### config.mk
export PLATFORM = sky130hd
export DESIGN_NAME = dff_pipe_flat
export DESIGN_NICKNAME = d
export VERILOG_FILES = /design/src/rtl/dff_pkg.sv /design/src/rtl/dff_pipe_if.sv /design/src/rtl/dff_en.sv /design/src/rtl/dff_pipe.sv /design/src/flat_wrapper.sv
export SDC_FILE = /design/constraint.sdc
export NUM_CORES = 1
export LEC_CHECK = 0
export CORE_ASPECT_RATIO = 1.75
export CORE_MARGIN = 1
export CORE_UTILIZATION = 51
export DETAILED_ROUTE_END_ITERATION = 8
export PLACE_DENSITY = 0.84
export SLEW_MARGIN = 20
export SYNTH_ARGS = -nofsm -noshare
export SYNTH_HDL_FRONTEND = slang
export SYNTH_HIERARCHICAL = 1
export SYNTH_SLANG_ARGS = --single-unit
### constraint.sdc
create_clock -name clk -period 2.7 [get_ports clk]
set_input_delay 0.675 -clock clk [delete_from_list [all_inputs] [get_ports clk]]
set_output_delay 0.675 -clock clk [all_outputs]
set_load 0.005 [all_outputs]
### src/rtl/dff_pkg.sv
// -----------------------------------------------------------------------------
// dff_pkg
// Shared definitions for the dff_pipe elastic register chain.
//   - Default payload width and stage count.
//   - count_width(): width of the occupancy counter, $clog2(DEPTH+1) clamped to
//     at least one bit so a DEPTH that would yield zero still gets a real port.
// Optional feature macro used by this slice: DFF_PIPE_FLUSH_EN (adds a flush
// port that empties the pipe).
// -----------------------------------------------------------------------------
package dff_pkg;

    localparam int DFF_WIDTH_DEF = 32;
    localparam int DFF_DEPTH_DEF = 2;

    // Occupancy counter width: enough bits to represent 0..depth.
    function automatic int count_width(input int depth);
        int w;
        w = $clog2(depth + 1);
        return (w < 1) ? 1 : w;
    endfunction

endpackage : dff_pkg

### src/rtl/dff_pipe_if.sv
// -----------------------------------------------------------------------------
// dff_pipe_if
// Upstream/downstream valid-ready bundle for dff_pipe.
//   in_valid/in_data/in_ready    : upstream handshake (producer -> pipe)
//   out_valid/out_data/out_ready : downstream handshake (pipe -> consumer)
//   count                        : number of occupied stages
//   flush                        : only when DFF_PIPE_FLUSH_EN is defined
// Modports:
//   master : the environment around the pipe (drives in_*, out_ready, flush)
//   slave  : the pipe itself
// -----------------------------------------------------------------------------
interface dff_pipe_if
    import dff_pkg::*;
#(
    parameter int WIDTH = DFF_WIDTH_DEF,
    parameter int DEPTH = DFF_DEPTH_DEF
);

    localparam int CW = count_width(DEPTH);

    logic             in_valid;
    logic [WIDTH-1:0] in_data;
    logic             in_ready;
    logic             out_valid;
    logic [WIDTH-1:0] out_data;
    logic             out_ready;
    logic [CW-1:0]    count;
`ifdef DFF_PIPE_FLUSH_EN
    logic             flush;
`endif

    modport master (
`ifdef DFF_PIPE_FLUSH_EN
        output flush,
`endif
        output in_valid,
        output in_data,
        output out_ready,
        input  in_ready,
        input  out_valid,
        input  out_data,
        input  count
    );

    modport slave (
`ifdef DFF_PIPE_FLUSH_EN
        input  flush,
`endif
        input  in_valid,
        input  in_data,
        input  out_ready,
        output in_ready,
        output out_valid,
        output out_data,
        output count
    );

endinterface : dff_pipe_if

### src/rtl/dff_en.sv
// -----------------------------------------------------------------------------
// dff_en
// Single WIDTH-bit data register with synchronous active-low reset and a load
// enable. Holds its value whenever i_en is low.
// Ports:
//   clk   : clock, rising edge
//   reset : synchronous, active-low; clears the register to zero
//   i_en  : load enable
//   i_d   : next value
//   o_q   : registered value
// -----------------------------------------------------------------------------
module dff_en
    import dff_pkg::*;
#(
    parameter int WIDTH = DFF_WIDTH_DEF
) (
    input  logic             clk,
    input  logic             reset,
    input  logic             i_en,
    input  logic [WIDTH-1:0] i_d,
    output logic [WIDTH-1:0] o_q
);

    logic [WIDTH-1:0] r_q;

    // Data register: reset clears, enable loads, otherwise hold.
    always_ff @(posedge clk) begin
        if (!reset) begin
            r_q <= '0;
        end else if (i_en) begin
            r_q <= i_d;
        end else begin
            r_q <= r_q;
        end
    end

    assign o_q = r_q;

endmodule : dff_en

### src/rtl/dff_pipe.sv
// -----------------------------------------------------------------------------
// dff_pipe
// Elastic chain of DEPTH valid/ready register stages, WIDTH bits each. Bubbles
// collapse toward the output, back-pressure stalls without loss, and the
// number of occupied stages is reported as registered state.
// Parameters:
//   WIDTH : payload bits per stage (>= 1)
//   DEPTH : number of stages (>= 1); out_ready->in_ready is combinational
//           through every stage, so keep DEPTH small (<= 4)
// Ports:
//   clk   : clock, rising edge
//   reset : synchronous, active-low; clears all valid bits and data
//   bus   : dff_pipe_if.slave (in_*, out_*, count, and flush when
//           DFF_PIPE_FLUSH_EN is defined)
// Optional feature macro: DFF_PIPE_FLUSH_EN -- flush clears all valid bits
// (data untouched) and discards any beat offered in the same cycle.
// -----------------------------------------------------------------------------
module dff_pipe
    import dff_pkg::*;
#(
    parameter int WIDTH = DFF_WIDTH_DEF,
    parameter int DEPTH = DFF_DEPTH_DEF
) (
    input  logic      clk,
    input  logic      reset,
    dff_pipe_if.slave bus
);

    localparam int CW = count_width(DEPTH);

    // Registered state: one valid bit per stage plus the occupancy count.
    logic [DEPTH-1:0] r_v;
    logic [CW-1:0]    r_count;

    // Per-stage combinational control.
    logic [DEPTH-1:0] w_adv;     // stage hands its content onward this cycle
    logic [DEPTH-1:0] w_rdy;     // stage can take a new value this cycle
    logic [DEPTH-1:0] w_v_in;    // valid presented to each stage from behind
    logic [DEPTH-1:0] w_v_next;
    logic [DEPTH-1:0] w_ld;      // data register load enables
    logic [CW-1:0]    w_count_next;
    logic             w_flush;

    logic [WIDTH-1:0] w_q    [DEPTH];
    logic [WIDTH-1:0] w_d_in [DEPTH];

`ifdef DFF_PIPE_FLUSH_EN
    assign w_flush = bus.flush;
`else
    assign w_flush = 1'b0;
`endif

    // Handshake chain, next valid bits, data load enables and next count.
    always_comb begin
        w_adv        = '0;
        w_rdy        = '0;
        w_v_in       = '0;
        w_v_next     = r_v;
        w_ld         = '0;
        w_count_next = '0;

        // Advance propagates backward from the output: a stage may move on
        // if its successor is empty or is itself moving on.
        w_adv[DEPTH-1] = bus.out_ready;
        for (int i = DEPTH - 2; i >= 0; i--) begin
            w_adv[i] = !r_v[i+1] || w_adv[i+1];
        end

        w_v_in[0] = bus.in_valid;
        for (int i = 1; i < DEPTH; i++) begin
            w_v_in[i] = r_v[i-1];
        end

        for (int i = 0; i < DEPTH; i++) begin
            w_rdy[i] = !r_v[i] || w_adv[i];
            if (w_rdy[i]) begin
                w_v_next[i] = w_v_in[i];
            end else begin
                w_v_next[i] = r_v[i];
            end
            // Data only moves when a real beat arrives, so empty stages keep
            // their last payload; flush leaves data untouched.
            w_ld[i] = w_rdy[i] && w_v_in[i] && !w_flush;
        end

        if (w_flush) begin
            w_v_next = '0;
        end else begin
            w_v_next = w_v_next;
        end

        for (int i = 0; i < DEPTH; i++) begin
            w_count_next = w_count_next + CW'(w_v_next[i]);
        end
    end

    // Data input of each stage: upstream payload for stage 0, else predecessor.
    always_comb begin
        for (int i = 0; i < DEPTH; i++) begin
            w_d_in[i] = '0;
        end
        w_d_in[0] = bus.in_data;
        for (int i = 1; i < DEPTH; i++) begin
            w_d_in[i] = w_q[i-1];
        end
    end

    // Valid bits and occupancy count; reset wins over flush and traffic.
    always_ff @(posedge clk) begin
        if (!reset) begin
            r_v     <= '0;
            r_count <= '0;
        end else begin
            r_v     <= w_v_next;
            r_count <= w_count_next;
        end
    end

    for (genvar g = 0; g < DEPTH; g++) begin : g_stage
        dff_en #(
            .WIDTH (WIDTH)
        ) u_data (
            .clk   (clk),
            .reset (reset),
            .i_en  (w_ld[g]),
            .i_d   (w_d_in[g]),
            .o_q   (w_q[g])
        );
    end

    assign bus.in_ready  = w_rdy[0];
    assign bus.out_valid = r_v[DEPTH-1];
    assign bus.out_data  = w_q[DEPTH-1];
    assign bus.count     = r_count;

endmodule : dff_pipe

### src/flat_wrapper.sv
// flat-port wrapper written by rule: the top's interface ports become plain ports
module dff_pipe_flat import dff_pkg::*;
#(
    parameter int WIDTH = DFF_WIDTH_DEF,
    parameter int DEPTH = DFF_DEPTH_DEF
)
  (clk, reset, bus_in_valid, bus_in_data, bus_out_ready, bus_in_ready, bus_out_valid, bus_out_data, bus_count);
  dff_pipe_if #(.WIDTH(WIDTH), .DEPTH(DEPTH)) bus_i ();
  input  logic clk;
  input  logic reset;
  input wire logic [$bits(bus_i.in_valid)-1:0] bus_in_valid;
  input wire logic [$bits(bus_i.in_data)-1:0] bus_in_data;
  input wire logic [$bits(bus_i.out_ready)-1:0] bus_out_ready;
  output wire logic [$bits(bus_i.in_ready)-1:0] bus_in_ready;
  output wire logic [$bits(bus_i.out_valid)-1:0] bus_out_valid;
  output wire logic [$bits(bus_i.out_data)-1:0] bus_out_data;
  output wire logic [$bits(bus_i.count)-1:0] bus_count;
  assign bus_i.in_valid = bus_in_valid;
  assign bus_i.in_data = bus_in_data;
  assign bus_i.out_ready = bus_out_ready;
  assign bus_in_ready = bus_i.in_ready;
  assign bus_out_valid = bus_i.out_valid;
  assign bus_out_data = bus_i.out_data;
  assign bus_count = bus_i.count;
  dff_pipe #(.WIDTH(WIDTH), .DEPTH(DEPTH)) u_core (.clk(clk), .reset(reset), .bus(bus_i));
endmodule
* Word-level counts from Yosys, hierarchy flattened
Cells that the tools add are included.
** Word-level totals
- Word-level logic and storage cells :: 13
- Output and inout port bits :: 36
- Register bits :: 68
- Bits of input ports :: 36
** Operators by class
- Muxes and demuxes :: 2
- $add $sub $neg :: 1
- Reductions and logical operators :: 6
** Operator list (count)
- $add A1 B1 Y2 :: 1
- $logic_and A1 B1 Y1 :: 2
- $logic_not A1 Y1 :: 2
- $logic_or A1 B1 Y1 :: 2
- $mux W1 :: 2

* Depth between registers and ports, before layout
Gate-level depths: netlist of the first run.
- Depth after elaboration :: 5
- Mapped depth :: 6

* By module
The synthesis of the first run kept the hierarchy.
** Modules (own cells, without submodules)
- dff_en :: sequential area each 640.6 µm², cells an instance 103, instances 2, area an instance 1243.7 µm²
- dff_pipe :: sequential area each 80.1 µm², cells an instance 17, instances 1, area an instance 180.2 µm²

* Worst setup path after synthesis of the first run
OpenSTA, ideal clock, no wires.
- Path type :: in2reg
- From :: input bus_out_ready
- To :: register u_core.g_stage[0].u_data.r_q[0]
- Library setup time :: 0.116 ns
- Setup slack :: 1.137 ns
- Stages :: 6
- Data arrival time :: 1.447 ns
- Cells stage by stage :: nand3b_4 and2_4 buf_6 buf_12 mux2i_1 nor2b_1
** Between the ends
- Cells in the longest elaborated chain, start to end :: 3
** RTL lines
- start: declaration :: line flat_wrapper.sv:13 : input wire logic [$bits(bus_i.out_ready)-1:0] bus_out_ready;
- $logic_or A1 B1 Y1 :: line dff_pipe.sv:66 : w_adv[i] = !r_v[i+1] || w_adv[i+1];
- $logic_or A1 B1 Y1 :: line dff_pipe.sv:75 : w_rdy[i] = !r_v[i] || w_adv[i];
- $logic_and A1 B1 Y1 :: line dff_pipe.sv:83 : w_ld[i] = w_rdy[i] && w_v_in[i] && !w_flush;
- via u_core.w_ld[0] :: line dff_pipe.sv:40 : logic [DEPTH-1:0] w_ld;
- end signal: assignment :: line dff_en.sv:31 : r_q <= i_d;
- end signal: assignment :: line dff_en.sv:33 : r_q <= r_q;
- end: declaration :: line dff_en.sv:24 : logic [WIDTH-1:0] r_q;
The timed path passes the listed nets, and every way through them passes these cells.
A chain may end at the register's enable or synchronous reset.

* Worst setup path after layout of the first run
- From :: input bus_out_ready
- To :: output bus_in_ready
** Between the ends
- Cells in the longest elaborated chain, start to end :: 2
** RTL lines
- $logic_or A1 B1 Y1 :: line dff_pipe.sv:66
- $logic_or A1 B1 Y1 :: line dff_pipe.sv:75
- end: declaration :: line flat_wrapper.sv:14 : output wire logic [$bits(bus_i.in_ready)-1:0] bus_in_ready;
No other way between the ends.

==> results of run 1 <==
==> layout by cell type (no fill, tap or decap) <==
master / Yosys / final
nand2b_1: 1 / 1
clkinv_2: 0 / 1
and2_4: 1 / 1
clkdlybuf4s50_1: 0 / 71
mux2i_1: 64 / 64
inv_1: 2 / 2
nand2_1: 2 / 2
a21boi_2: 1 / 1
buf_4: 0 / 4
bufinv_16: 0 / 1
clkbuf_8: 0 / 11
a21boi_1: 1 / 1
ha_1: 1 / 1
nand3b_4: 1 / 1
and2_2: 0 / 1
clkinvlp_4: 0 / 2
buf_12: 6 / 1
dfxtp_1: 68 / 68
nor2b_1: 64 / 64
and2_1: 3 / 2
inv_6: 0 / 1
==> flip-flops by register name, indices dropped and copies added, names as in the netlist <==
register	count
u_core/bus.count	2
u_core/r_v	2
u_core/g_stage.u_data/o_q	64
==> worst max-delay path, stage by stage <==
cell             delay (ps)
clkdlybuf4s50_1         470
nand3b_4                140
clkdlybuf4s50_1         500
==> path summary, 6_finish.rpt <==
| path | endpoint | depth (start not counted) | start | slack [ps] |
|---|---|---|---|---|
| setup / recovery | bus_in_ready | 3 | bus_out_ready | 230 |
| hold / removal | u_core/g_stage[1].u_data/o_q[18] | 2 | u_core/g_stage[1].u_data/o_q[18] | 520 |
| setup reg to reg | u_core/g_stage[1].u_data/o_q[12] | 5 | u_core/r_v[1] | 1310 |
| hold reg to reg | u_core/g_stage[1].u_data/o_q[18] | 2 | u_core/g_stage[1].u_data/o_q[18] | 520 |
==> cell families (layout without fill, tap and decap cells) <==
logic type	after synthesis	in the layout
compound gates	2	2
fa+ha+maj	1	1
buf+inv	16	94
flops	68	68
mux	64	64
simple gates	72	72
==> power by group <==
group          switching [mW]  internal, mW
logic                  0.0832         0.146
registers              0.0230          1.05
clock network           0.374         0.478
==> layer usage <==
metal	vias to the layer above	global-route usage, %	wire, µm
met4	0	11.0	98
met3	9	5.73	286
met1	803	19.9	1860
li1	878	-	-
met5	-	0	0
met2	46	32.7	2400
==> cells in the mapped netlist <==
| library cell | instances | area, µm² |
|---|---|---|
| a21boi_1 | 1 | 7.51 |
| a21boi_2 | 1 | 11.3 |
| and2_1 | 3 | 18.8 |
| and2_4 | 1 | 8.76 |
| buf_12 | 6 | 120 |
| buf_6 | 2 | 22.5 |
| clkbuf_1 | 6 | 22.5 |
| dfxtp_1 | 68 | 1360 |
| ha_1 | 1 | 12.5 |
| inv_1 | 2 | 7.51 |
| mux2i_1 | 64 | 641 |
| nand2_1 | 2 | 7.51 |
| nand2b_1 | 1 | 6.26 |
| nand3b_4 | 1 | 20.0 |
| nor2b_1 | 64 | 400 |
==> layout make-up <==
type                            count  area [µm²]  share of cell area, %
Sequential cell                    68        1360                   38.4
Multi-Input combinational cell    139        1130                   32.0
Timing Repair Buffer               76         761                   21.5
Clock buffer                       11         151                   4.27
Tap cell                           54        67.6                   1.91
Clock inverter                      5        58.8                   1.66
Inverter                            2        7.51                  0.212
==> metrics by stage <==
step                      cell area, µm²  utilization (%)  total power, mW
final                               3540             70.6             2.15
after global routing                3540             70.6             2.24
after CTS                           3540             70.6             2.18
after detailed placement            3330             66.4             1.33
after global placement              3330             66.4             1.32
after floorplan                     2670                -             1.24
==> flow_summary.yaml, run 1 <==
sta:
  finalSetupViolCount: 0
  hold_viol: 0
  rsz0062_at_grt: "no"
  worstMarginPinSlew_ps: 496
  maxSlewHeadroom_pct: 66.9
  clock_skew_ps: 7.71
  period_share_pct: 91.4
  fin_ws_ps: 233
  tns_ps: 0
  final_max_slew_viol_count: 0
  period_minus_slack_ps: 2470
  max_freq_ghz: 0.405
  whs_ps: 515
clock_network:
  clock_sinks: 68
  clockBufferDepth: 2
  clk_latency_ps: 330
  cts_root_buf: "clkbuf_8"
  cts_buffers: 9
  post_cts_buffers: 0
  clk_pin_slew_worst_paths_ps: 70
  cts_hold_buffers: 0
  post_cts_resized: 0
  tritoncts: "yes"
  htree_levels: 3
power:
  ir_drop_mv: 0.422
  power_density_mw_per_mm2: 608
  p_leak_nw: 1.40
yosys:
  synth_xor_area_share_pct: 0
  synth_compound_area_share_pct: 0.704
  synthMuxAreaShare_pct: 24.0
  yosysSeqAreaShare_pct: 51.0
  yosysUniqueCellTypes: 15
  yosysWarnings: 6
  synth-seq-cells: 68
  yosys.area_share.simple_pct: 17.3
  synth_top_family_by_area: "multiplexers"
  synthAdderAreaFrac_pct: 0.469
  synth_area_mm2: 0.00267
  syn_inst: 223
  avgSynthCellArea_um2: 12.0
  syn-num-nets: 260
floorplanning:
  chipWidth_um: 56.7
  dieArea_mm2: 0.00554
  ios: 72
  start_util_pct: 53.1
  dieHeight_um: 97.7
  core_area_mm2: 0.00502
  row_count: 34
placement:
  place_ws_ps: 230
  portBuffers: 71
  place_congestion: 0.759
  dpl.hpwl_mm: 3.16
  dp.cells: 339
grt:
  grt.overflow.total: 0
  grt_max_degree: 69
  antenna_found_initial: 0
  grtUsageTotal_pct: 19.0
  first_global_vias: 1826
  grt_pass1_wl_mm: 8.09
route:
  drc: 10
  vias_per_cell: 4.89
  ant_nets: 0
  wl_per_cell_um: 13.1
  drtIter0Drc: 40
  totalWireLength_mm: 4.65
  drtPass1Iterations: 8
  via_count: 1736
critical_path:
  critPathLaunchType: "primary input"
  worstPathMaxFanout: 4
  arrival_ps: 1790
  cp.required_ps: 2030
  path_class: "in -> out"
  endpoint_kind: "output port"
run_status:
  violations: "design-rule violations"
  status: "finished with violations"
layout:
  fin_cells: 355
  diodes: 0
  drive_gt1_share_pct: 8.31
  synthToLayoutAreaGrowth_pct: 32.8
  nFillCells: 391
  nets: 333
job:
  drv_cap: 0
hold_path:
  holdCritPathClass: "reg -> reg"
(Power assumes the default switching activity.)
==> run 2, diff against run 1 <==
--- a/config.mk
+++ b/config.mk
@@ -5,11 +5,12 @@
 export SDC_FILE = /design/constraint.sdc
 export NUM_CORES = 1
 export LEC_CHECK = 0
+export ABC_CLOCK_PERIOD_IN_PS = 2650
 export CORE_ASPECT_RATIO = 1.75
 export CORE_MARGIN = 1
-export CORE_UTILIZATION = 51
+export CORE_UTILIZATION = 48
 export DETAILED_ROUTE_END_ITERATION = 8
-export PLACE_DENSITY = 0.84
+export PLACE_DENSITY = 0.79
 export SLEW_MARGIN = 20
 export SYNTH_ARGS = -nofsm -noshare
 export SYNTH_HDL_FRONTEND = slang
==> constraint.sdc (replaced) <==
create_clock -name clk -period 2.65 [get_ports clk]
set_input_delay 0.6625 -clock clk [delete_from_list [all_inputs] [get_ports clk]]
set_output_delay 0.6625 -clock clk [all_outputs]
set_load 0.005 [all_outputs]
==> run 2 against run 1 <==
Against the previous run: core utilization shrank 4.4 points; routed wire length shrank 1.2%; the flow now finishes without violations; highest routed layer unchanged; critical path type unchanged; global-route usage shrank 2.1 points; largest cell class unchanged; sequential power is essentially flat; critical endpoint unchanged.
==> flow_summary.yaml, run 2 (synthesized netlist as in run 1, its figures left out) <==
placement:
  place_ws_ps: 195
  dp.cells: 358
  place_congestion: 0.715
  dpl.hpwl_mm: 3.01
  portBuffers: 71
clock_network:
  tritoncts: "yes"
  clock_sinks: 68
  cts_buffers: 9
  post_cts_resized: 0
  cts_root_buf: "clkbuf_8"
  clockBufferDepth: 2
  htree_levels: 3
  cts_hold_buffers: 0
  clk_latency_ps: 330
  post_cts_buffers: 0
  clk_pin_slew_worst_paths_ps: 60
critical_path:
  worstSetupStartpoint: "bus_out_ready"
  path_class: "in -> out"
  ff2ff_setup_slack_ps: 1280
  worstPathMaxFanout: 4
  critPathCapture: "bus_in_ready"
  cp.required_ps: 1990
  r2r-start: "u_core/r_v[1]"
  arrival_ps: 1780
  r2r-end: "u_core/g_stage[1].u_data/o_q[2]"
  critPathLaunchType: "primary input"
  r2r.worst_path.cells: 5
  endpoint_kind: "output port"
grt:
  grt.overflow.total: 0
  grt_pass1_wl_mm: 7.29
  first_global_vias: 1653
  grt_max_degree: 69
  grtUsageTotal_pct: 16.9
  antenna_found_initial: 0
route:
  drtPass1Iterations: 2
  ant_nets: 0
  drc: 0
  vias_per_cell: 4.58
  totalWireLength_mm: 4.59
  wl_per_cell_um: 12.3
  via_count: 1702
  drtIter0Drc: 27
floorplanning:
  ios: 72
  chipWidth_um: 58.4
  core_area_mm2: 0.00530
  dieArea_mm2: 0.00587
  start_util_pct: 50.3
  row_count: 35
  dieHeight_um: 101
job:
  drv_cap: 0
sta:
  clock_skew_ps: 5.29
  rsz0062_at_grt: "no"
  fin_ws_ps: 204
  final_max_slew_viol_count: 0
  maxSlewHeadroom_pct: 67.6
  tns_ps: 0
  period_minus_slack_ps: 2450
  whs_ps: 514
  max_freq_ghz: 0.409
  worstMarginPinSlew_ps: 487
  finalSetupViolCount: 0
  hold_viol: 0
  period_share_pct: 92.3
power:
  p_total_mw: 2.01
  ir_drop_mv: 0.444
  power_density_mw_per_mm2: 574
  p_leak_nw: 1.38
layout:
  largest_reg_flops: 64
  drive_gt1_share_pct: 7.05
  fin_cells: 372
  final_common_cell: "clkdlybuf4s50_1"
  nets: 332
  final_cell_mix: "clkdlybuf4s50_1, dfxtp_1, mux2i_1, nor2b_1, clkbuf_8"
  synthToLayoutAreaGrowth_pct: 31.4
  nFillCells: 446
  diodes: 0
hold_path:
  hold_start: "u_core/g_stage[1].u_data/o_q[8]"
  holdCritPathClass: "reg -> reg"
run_status:
  status: "complete, no violations"
[run 2: worst min-delay path by stage]
stage | depth (start not counted) | endpoint | slack, ps
floorplan | 2 | u_core/g_stage[0].u_data/o_q[0] | 480
global placement | 2 | u_core/g_stage[0].u_data/o_q[26] | 490
detailed placement | 2 | u_core/g_stage[1].u_data/o_q[18] | 500
CTS | 2 | u_core/g_stage[0].u_data/o_q[16] | 520
global route | 2 | u_core/g_stage[1].u_data/o_q[13] | 540
finish | 2 | u_core/g_stage[1].u_data/o_q[8] | 510
[run 2: worst max-delay path, cell delays in order]
cell and delay [ps]:
clkdlybuf4s50_1 470, nand3b_4 150, clkdlybuf4s50_1 500
[run 2: area by class of cell]
type | instances | area [µm²] | area share (%)
Sequential cell | 68 | 1360 | 38.8
Multi-Input combinational cell | 139 | 1130 | 32.4
Timing Repair Buffer | 75 | 753 | 21.5
Clock buffer | 11 | 141 | 4.03
Tap cell | 74 | 92.6 | 2.64
Clock inverter | 3 | 15.0 | 0.428
Inverter | 2 | 7.51 | 0.214
[run 2: per-layer routing]
layer	up-vias	routed length [µm]	track usage (%)
met3	8	207	5.01
met2	46	2380	29.1
met1	773	1900	17.1
met4	0	104	11.5
li1	875	-	-
met5	-	0	0
[run 2: stage by stage]
stage | utilization (%) | area (µm²)
2_1_floorplan | - | 2670
3_3_place_gp | 63.2 | 3350
4_1_cts | 66.2 | 3510
5_1_grt | 66.2 | 3510
3_5_place_dp | 63.2 | 3350
6_report | 66.2 | 3510
[run 2: power breakdown]
part / internal (mW) / switching (mW) / leakage (nW)
clock: 0.350 / 0.340 / 0.0848
combinational: 0.147 / 0.0839 / 0.740
sequential: 1.07 / 0.0232 / 0.556
total: 1.57 / 0.447 / 1.38
